==> config.mk <==
export PLATFORM = sky130hd
export DESIGN_NAME = systolic_ctrl
export DESIGN_NICKNAME = d
export VERILOG_FILES = /design/src/rtl/systolic_ctrl.sv
export SDC_FILE = /design/constraint.sdc
export NUM_CORES = 1
export LEC_CHECK = 0
export CORE_AREA = 5 5 60 62
export DETAILED_ROUTE_END_ITERATION = 10
export DIE_AREA = 0 0 65 67
export PLACE_DENSITY = 0.77
export RECOVER_POWER = 100
export REMOVE_ABC_BUFFERS = 1
export SETUP_SLACK_MARGIN = 0.4
export SLEW_MARGIN = 10
export SYNTH_ARGS = -nofsm -noshare
export SYNTH_HDL_FRONTEND = slang
export SYNTH_SLANG_ARGS = --single-unit
export TNS_END_PERCENT = 30
==> constraint.sdc <==
create_clock -name i_clk -period 2.5 [get_ports i_clk]
set_input_delay 0.5 -clock i_clk [delete_from_list [all_inputs] [get_ports i_clk]]
set_output_delay 0.5 -clock i_clk [all_outputs]
set_load 0.02 [all_outputs]
==> src/rtl/systolic_ctrl.sv <==
// systolic_ctrl: job sequencer for an N x N systolic array of PE accumulators.
// Clears the accumulators, streams K skewed operand pairs, waits out array
// fill and MAC latency, then drains N result rows over a valid/ready handshake.
module systolic_ctrl #(
    parameter int N     = 4,
    parameter int K_MAX = 16,
    parameter int AW    = 8,
    parameter int LAT   = 2
) (
    input  logic                         i_clk,
    input  logic                         i_rst_n,
    input  logic                         i_start,
    input  logic [$clog2(K_MAX+1)-1:0]   i_k_len,
    input  logic                         i_mode,
    input  logic                         i_res_ready,
    output logic                         o_busy,
    output logic                         o_err,
    output logic                         o_sync,
    output logic                         o_en,
    output logic                         o_mode,
    output logic                         o_rd_en,
    output logic [AW-1:0]                o_rd_addr,
    output logic [N-1:0]                 o_feed_mask,
    output logic                         o_res_valid,
    output logic [$clog2(N)-1:0]         o_drain_row,
    output logic                         o_done
);

    localparam int KW = $clog2(K_MAX + 1);
    localparam int RW = $clog2(N);
    // Wide enough for the longest phase (FEED: K_MAX+N-1 cycles) plus margin.
    localparam int CW = $clog2(K_MAX + 2 * N + LAT + 1);

    typedef enum logic [2:0] {
        S_IDLE,
        S_CLEAR,
        S_FEED,
        S_FLUSH,
        S_DRAIN,
        S_DONE
    } state_t;

    state_t          r_state;
    state_t          w_state_nxt;
    logic [CW-1:0]   r_cnt;
    logic [KW-1:0]   r_k;
    logic            r_mode;
    logic            r_err;

    logic            w_k_ok;
    logic            w_accept;
    logic            w_feed_last;
    logic            w_flush_last;
    logic            w_drain_last;
    logic            w_cnt_step;

    // Start acceptance and phase-end decodes
    always_comb begin
        w_k_ok       = (i_k_len != '0) && (i_k_len <= KW'(K_MAX));
        w_accept     = (r_state == S_IDLE) && i_start && w_k_ok;
        w_feed_last  = (r_cnt == (CW'(r_k) + CW'(N) - CW'(2)));
        w_flush_last = (r_cnt == CW'(N + LAT - 2));
        w_drain_last = (r_cnt == CW'(N - 1));
        w_cnt_step   = (r_state == S_FEED) || (r_state == S_FLUSH) ||
                       ((r_state == S_DRAIN) && i_res_ready);
    end

    // State register
    always_ff @(posedge i_clk) begin
        if (!i_rst_n) begin
            r_state <= S_IDLE;
        end else begin
            r_state <= w_state_nxt;
        end
    end

    // Next-state logic
    always_comb begin
        w_state_nxt = r_state;
        case (r_state)
            S_IDLE:  if (w_accept) w_state_nxt = S_CLEAR;
            S_CLEAR: w_state_nxt = S_FEED;
            S_FEED:  if (w_feed_last) w_state_nxt = S_FLUSH;
            S_FLUSH: if (w_flush_last) w_state_nxt = S_DRAIN;
            S_DRAIN: if (i_res_ready && w_drain_last) w_state_nxt = S_DONE;
            S_DONE:  w_state_nxt = S_IDLE;
            default: w_state_nxt = S_IDLE;
        endcase
    end

    // Phase counter (restarts on every state change), job latches, error pulse
    always_ff @(posedge i_clk) begin
        if (!i_rst_n) begin
            r_cnt  <= '0;
            r_k    <= '0;
            r_mode <= 1'b0;
            r_err  <= 1'b0;
        end else begin
            r_err <= (r_state == S_IDLE) && i_start && !w_k_ok;
            if (w_accept) begin
                r_k    <= i_k_len;
                r_mode <= i_mode;
            end
            if (w_state_nxt != r_state) begin
                r_cnt <= '0;
            end else if (w_cnt_step) begin
                r_cnt <= r_cnt + CW'(1);
            end
        end
    end

    // Output decode from state and phase counter
    always_comb begin
        o_busy      = (r_state != S_IDLE);
        o_err       = r_err;
        o_mode      = r_mode;
        o_sync      = 1'b0;
        o_en        = 1'b0;
        o_rd_en     = 1'b0;
        o_rd_addr   = '0;
        o_feed_mask = '0;
        o_res_valid = 1'b0;
        o_drain_row = '0;
        o_done      = 1'b0;
        case (r_state)
            S_CLEAR: o_sync = 1'b1;
            S_FEED: begin
                o_en = 1'b1;
                if (r_cnt < CW'(r_k)) begin
                    o_rd_en   = 1'b1;
                    o_rd_addr = AW'(r_cnt);
                end
                // Row r is live for the K cycles starting at t = r (diagonal skew).
                for (int unsigned r = 0; r < N; r++) begin
                    o_feed_mask[r] = (r_cnt >= CW'(r)) &&
                                     (r_cnt < (CW'(r) + CW'(r_k)));
                end
            end
            S_FLUSH: o_en = 1'b1;
            S_DRAIN: begin
                o_res_valid = 1'b1;
                o_drain_row = r_cnt[RW-1:0];
            end
            S_DONE:  o_done = 1'b1;
            default: ;
        endcase
    end

endmodule

### Word level (Yosys, flattened, before mapping)

Index checks and enable logic that the tools add are counted.

| storage, ports and cells | value |
|---|---|
| output and inout port bits | 22 |
| register bits after elaboration | 15 |
| input port bits | 10 |

| cells by class | value |
|---|---|
| magnitude comparators | 9 |
| reduce and logical (&&, ||, !) cells | 18 |
| add/subtract/negate cells | 6 |
| eq/ne operators | 9 |
| muxes and demuxes | 15 |
| bitwise operators | 1 |

Operators by type and width:

| operator | number |
|---|---|
| 5-bit < comparator | 4 |
| 3-bit one-hot mux with 5 select lines | 1 |
| 3-bit two-way mux | 4 |
| 2-bit by 5-bit adder with 5-bit output (first input constant) | 2 |
| 5-bit by 1-bit greater-or-equal comparator with 1-bit output (second input constant) | 2 |
| 5-bit by 2-bit greater-or-equal comparator with 1-bit output (second input constant) | 2 |
| 1-bit logical AND | 10 |
| 5-bit two-way mux | 2 |
| 3-bit by 2-bit equality test with 1-bit output (second input constant) | 2 |
| 3-bit equality test (second input constant) | 2 |
| 1-bit two-way mux | 6 |
| 1-bit by 5-bit adder with 5-bit output (first input constant) | 1 |
| 5-bit by 1-bit adder with 5-bit output (second input constant) | 1 |
| 5-bit by 3-bit adder with 5-bit output (second input constant) | 1 |
| 5-bit by 2-bit equality test with 1-bit output (second input constant) | 1 |
| 5-bit by 3-bit equality test with 1-bit output (second input constant) | 1 |
| 5-bit equality test | 1 |
| 5-bit <= comparator (second input constant) | 1 |
| 5-bit nonzero test | 1 |
| 5-bit by 2-bit subtractor with 5-bit output (second input constant) | 1 |
| 4-bit two-way mux | 1 |
| 2-bit OR reduction | 2 |
| 3-bit by 1-bit equality test with 1-bit output (second input constant) | 1 |
| 3-bit zero test | 1 |
| 6 further kinds | 7 |

### Logic depth before layout (Yosys ltp)

| depth | value |
|---|---|
| depth in word-level cells | 7 |
| depth in mapped cells | 9 |
| mapped depth without buffers | 9 |

### Worst setup path before layout

OpenSTA, ideal clock, no wires.

| path | value |
|---|---|
| kind | reg-to-output |
| start | register r_k[1] |
| end | output port o_feed_mask[1] |
| slack | -0.648 ns |
| data required time | 2.000 ns |
| buffers on the path | 0 |
| stages on the path, launching flop included | 10 |
| arrival time | 2.648 ns |
| cells stage by stage | dfxtp_1 > inv_1 > ha_1 > inv_1 > ha_1 > nor2b_1 > o21a_1 > o21ai_0 > nand2b_1 > a2111oi_0 |

| between the ends | value |
|---|---|
| cells in the longest elaborated chain, start to end | 4 |

Ends and longest elaborated chain:

| element | RTL line | source |
|---|---|---|
| start: declaration | 46 | `logic [KW-1:0] r_k;` |
| start signal: assignment | 101 | `r_k <= i_k_len;` |
| 1-bit by 5-bit adder with 5-bit output | 136 | `(r_cnt < (CW'(r) + CW'(r_k)));` |
| 5-bit < comparator | 136 |  |
| 1-bit logical AND | 135 | `o_feed_mask[r] = (r_cnt >= CW'(r)) &&` |
| 4-bit two-way mux | 125 | `case (r_state)` |
| end: declaration | 23 | `output logic [N-1:0] o_feed_mask,` |

Every way passes these cells.

### Final worst setup path

| path | value |
|---|---|
| start | register r_k[1] |
| end | output port o_feed_mask[3] |

| between the ends | value |
|---|---|
| cells in the longest elaborated chain, start to end | 4 |

Ends and longest elaborated chain:

| element | RTL line |
|---|---|
| 2-bit by 5-bit adder with 5-bit output | 136 |
| 5-bit < comparator | 136 |
| 1-bit logical AND | 135 |
| 4-bit two-way mux | 125 |

Every way passes these cells.

==> results.md <==
- Number of synthesized flops with an enable pin: 0
- Minimum clock period: 2.77 ns
- Synth Register Bits: 15
- Max Slew Vio Count: 0
- Status: finished with violations
- Worst-path clk slew: 0.09 ns
- Top_reg_cell synth: dfxtp_1
- DRT iter0 DRCs: 42
- Vias per cell: 5.66
- Max cap viols: 0
- Total gr overflow: 0
- Root Buffer: clkbuf_4
- Crit. End Element: output pin
- Die H: 67 um
- FP Rows: 20
- Die ar.: 4360 um^2
- Synth warnings: 0
- Crit path required time: 2.00 ns
- Worst Setup SP: r_k[1]
- Synth top cells by count: ha_1 (26), dfxtp_1 (15), nor2_1 (11)
- Nets: 251
- Pint: 0.420 mW
- Failing checks: negative setup slack
- Worst Hold Launch: o_mode
- Port bufs: 28
- Setup crit start kind: flip-flop
- Final Power: 0.630 mW
- CTS tree: yes
- Detailed Routing Iterations Pass 1: 4
- Clock power frac: 0.225
- GRT Overall Usage: 0.187
- H-tree depth: 1
- Wirelength per Cell: 15.9 um
- Post-synthesis sequential area ratio: 0.210
- RSZ-0062 raised after global routing: yes
- Sequential cell area: 308 um^2
- Core Region: 2980 um^2
- Synth unique cells: 43
- Sequential power share: 0.409
- Final Setup Violations: 10
- Layout cells sized above 1: 0.313
- Final WS setup: -0.270 ns
- Kind of critical path: reg2out
- Worst Path Max Fanout: 2
- Multi-input combinational cell area: 1210 um^2
- Power Dens Cells: 306 nW/um^2
- Clk_lat worst skew: 0.28 ns
- Arrival time worst endpoint: 2.27 ns
- R2r setup slk: 0.23 ns
- Initial antenna violation count: 0
- Routed WL: 3930 um
- Vias in the first global route: 1508
- Crit path to: o_feed_mask[3]
- Worst Path Buf+Inv: 2
- Clk_skew: 0.00587 ns
- Worst r2r src: r_cnt[1]
- WHS: 0.536 ns
- Netlist Area Pre-Place: 1430 um^2
- DRC viols: 0
- Largest net degree at the start of global routing: 13
- Cells after Synth: 166
- Starting Density: 0.480
- Syn-to-layout area delta: 44.1%
- Num CTS Buffers: 3
- Cell with the most instances after synthesis: ha_1
- FF-to-FF path depth: 9
- Crit-path max cell delay: 0.35 ns
- # IOs: 32
- Fillers: 245
- FMAX: 361 MHz
- Overall die width: 65 um
- Via Count: 1397
- Slew @ Worst Pin: 0.622 ns
- Post-synth top area share: 0.228
- Area leader, netlist: ha_1
- Critical path's top delay family: compound AO/OA/AOI/OAI gates
- Leakage: 0.895 nW
- P_sw: 0.209 mW
- Gate power share: 0.366
- Mean Syn Cell Area: 8.61 um^2
- Antenna Violating Nets Remaining: 0
- Worst Hold Class: reg2reg
- Reg2reg end: r_cnt[4]
- Worst VDD drop: 0.000228 V
- Max Buffers Root-to-Sink: 2
- Tcrit/Tclk final: 1.11
- Critical path cell sequence: inv_2 -> ha_4 -> ha_1 -> nor2b_1 -> o21a_1 -> o21ai_2 -> nand2b_1 -> a2111oi_4 -> buf_4
- Slew Limit Headroom: 0.585
- Async set-reset flop share out of synthesis: 0
- Antenna cells: 0
- Dpl hpwl: 2870 um
- Routability cong.: 0.851
- Hold Vio Cnt, Final: 0
- Worst path slowest cell: dfxtp_2
- Sw Ratio: 0.333
- Critical path depth: 9
- Sinks on the clock net: 15
- First-pass GRT wire length: 6400 um
- Leading post-synthesis cells by cell area: ha_1 (23%), dfxtp_1 (21%), xnor2_1 (5.5%)
## worst min path at each step
| stage | slack (ns) | depth (start not counted) | to |
|---|---|---|---|
| after global placement | 0.51 | 2 | o_mode |
| after floorplan | 0.47 | 2 | r_k[4] |
| after global routing | 0.60 | 2 | o_mode |
| after detailed placement | 0.52 | 2 | o_mode |
| final | 0.54 | 2 | o_mode |
| after CTS | 0.55 | 2 | o_mode |
## sequential cells by signal, indices dropped and copies added, names as in the netlist
| name | count |
|---|---|
| o_err | 1 |
| o_mode | 1 |
| r_cnt | 5 |
| r_k | 5 |
| r_state | 3 |
## area by class of cell
class | instances | area share
flip-flops and latches | 15 | 0.149
multi-input cells | 134 | 0.590
repair buffers | 52 | 0.210
clock buffers | 4 | 0.0128
inverters | 9 | 0.0176
well taps | 33 | 0.0200
## power groups by stage
stage / Combinational (mW) / Sequential [mW] / Clock, mW
2_1_floorplan: 0.107 / 0.268 / 0
3_3_place_gp: 0.185 / 0.261 / 0
3_5_place_dp: 0.194 / 0.262 / 0
4_1_cts: 0.218 / 0.258 / 0.147
5_1_grt: 0.249 / 0.259 / 0.158
6_report: 0.231 / 0.258 / 0.142
## cell families after synthesis
group,synth area share
compound gates,0.0990
simple gates,0.278
flops,0.210
buf+inv,0.0683
other cells,0.00262
mux,0.0350
fa+ha+maj,0.228
xor+xnor,0.0797
## placed cells by master (no fill, tap or decap), drive strengths merged, types with 2 or more instances in the layout
cell type      Yosys  final
buf                7     33
ha                26     26
dfxtp             15     15
nor2              12     12
nand2             11     11
nor2b              9      9
inv                9      9
xnor2              9      9
clkdlybuf4s50      0      8
clkbuf             3      7
nand3              6      6
o21a               6      6
mux2i              5      5
xor2               4      4
dlygate4sd3        0      4
dlygate4sd2        0      4
nor4b              4      4
nor3               4      4
a21oi              4      4
nor4               4      4
nand2b             3      3
and3               3      3
nand4              3      3
conb               1      3
o21ai              3      3
or3                2      2
a2111oi            2      2
## timing repair
| item | 4_1_cts | 5_1_grt |
|---|---|---|
| pin swaps | 15 | 19 |
| resized for setup | 89 | 21 |
| endpoints found under the setup margin | 15 | 18 |
| setup buffers | 1 | 1 |
| hold buffers | 0 | 0 |
## layer usage
layer / part of all wire / vias to the layer above / track usage
met5: 0 / - / 0
met2: 0.53 / 44 / 0.352
met1: 0.40 / 668 / 0.197
li1: - / 675 / -
met4: 0.023 / 0 / 0.0871
met3: 0.052 / 10 / 0.0388
## worst register-to-register path, cell delays in order, from the launching register on
cell and delay [ns]:
dfxtp_1 0.51, clkbuf_1 0.42, inv_1 0.13, buf_4 0.17, ha_1 0.17, or4bb_1 0.25, nand2_1 0.09, a21oi_1 0.19
nand3_2 0.15, nor2_1 0.12
## per-stage QoR
step	TNS (ns)	worst slack, ns	std cells	area [um^2]	utilization
2_1_floorplan	-2.42	-0.648	158	1370	-
3_3_place_gp	-3.79	-0.499	241	1860	0.624
5_1_grt	-2.85	-0.352	247	2060	0.692
6_report	-2.00	-0.270	247	2060	0.692
3_5_place_dp	-4.10	-0.590	241	1860	0.624
4_1_cts	-1.72	-0.239	246	1980	0.665
Power figures use the tool's default switching activity.
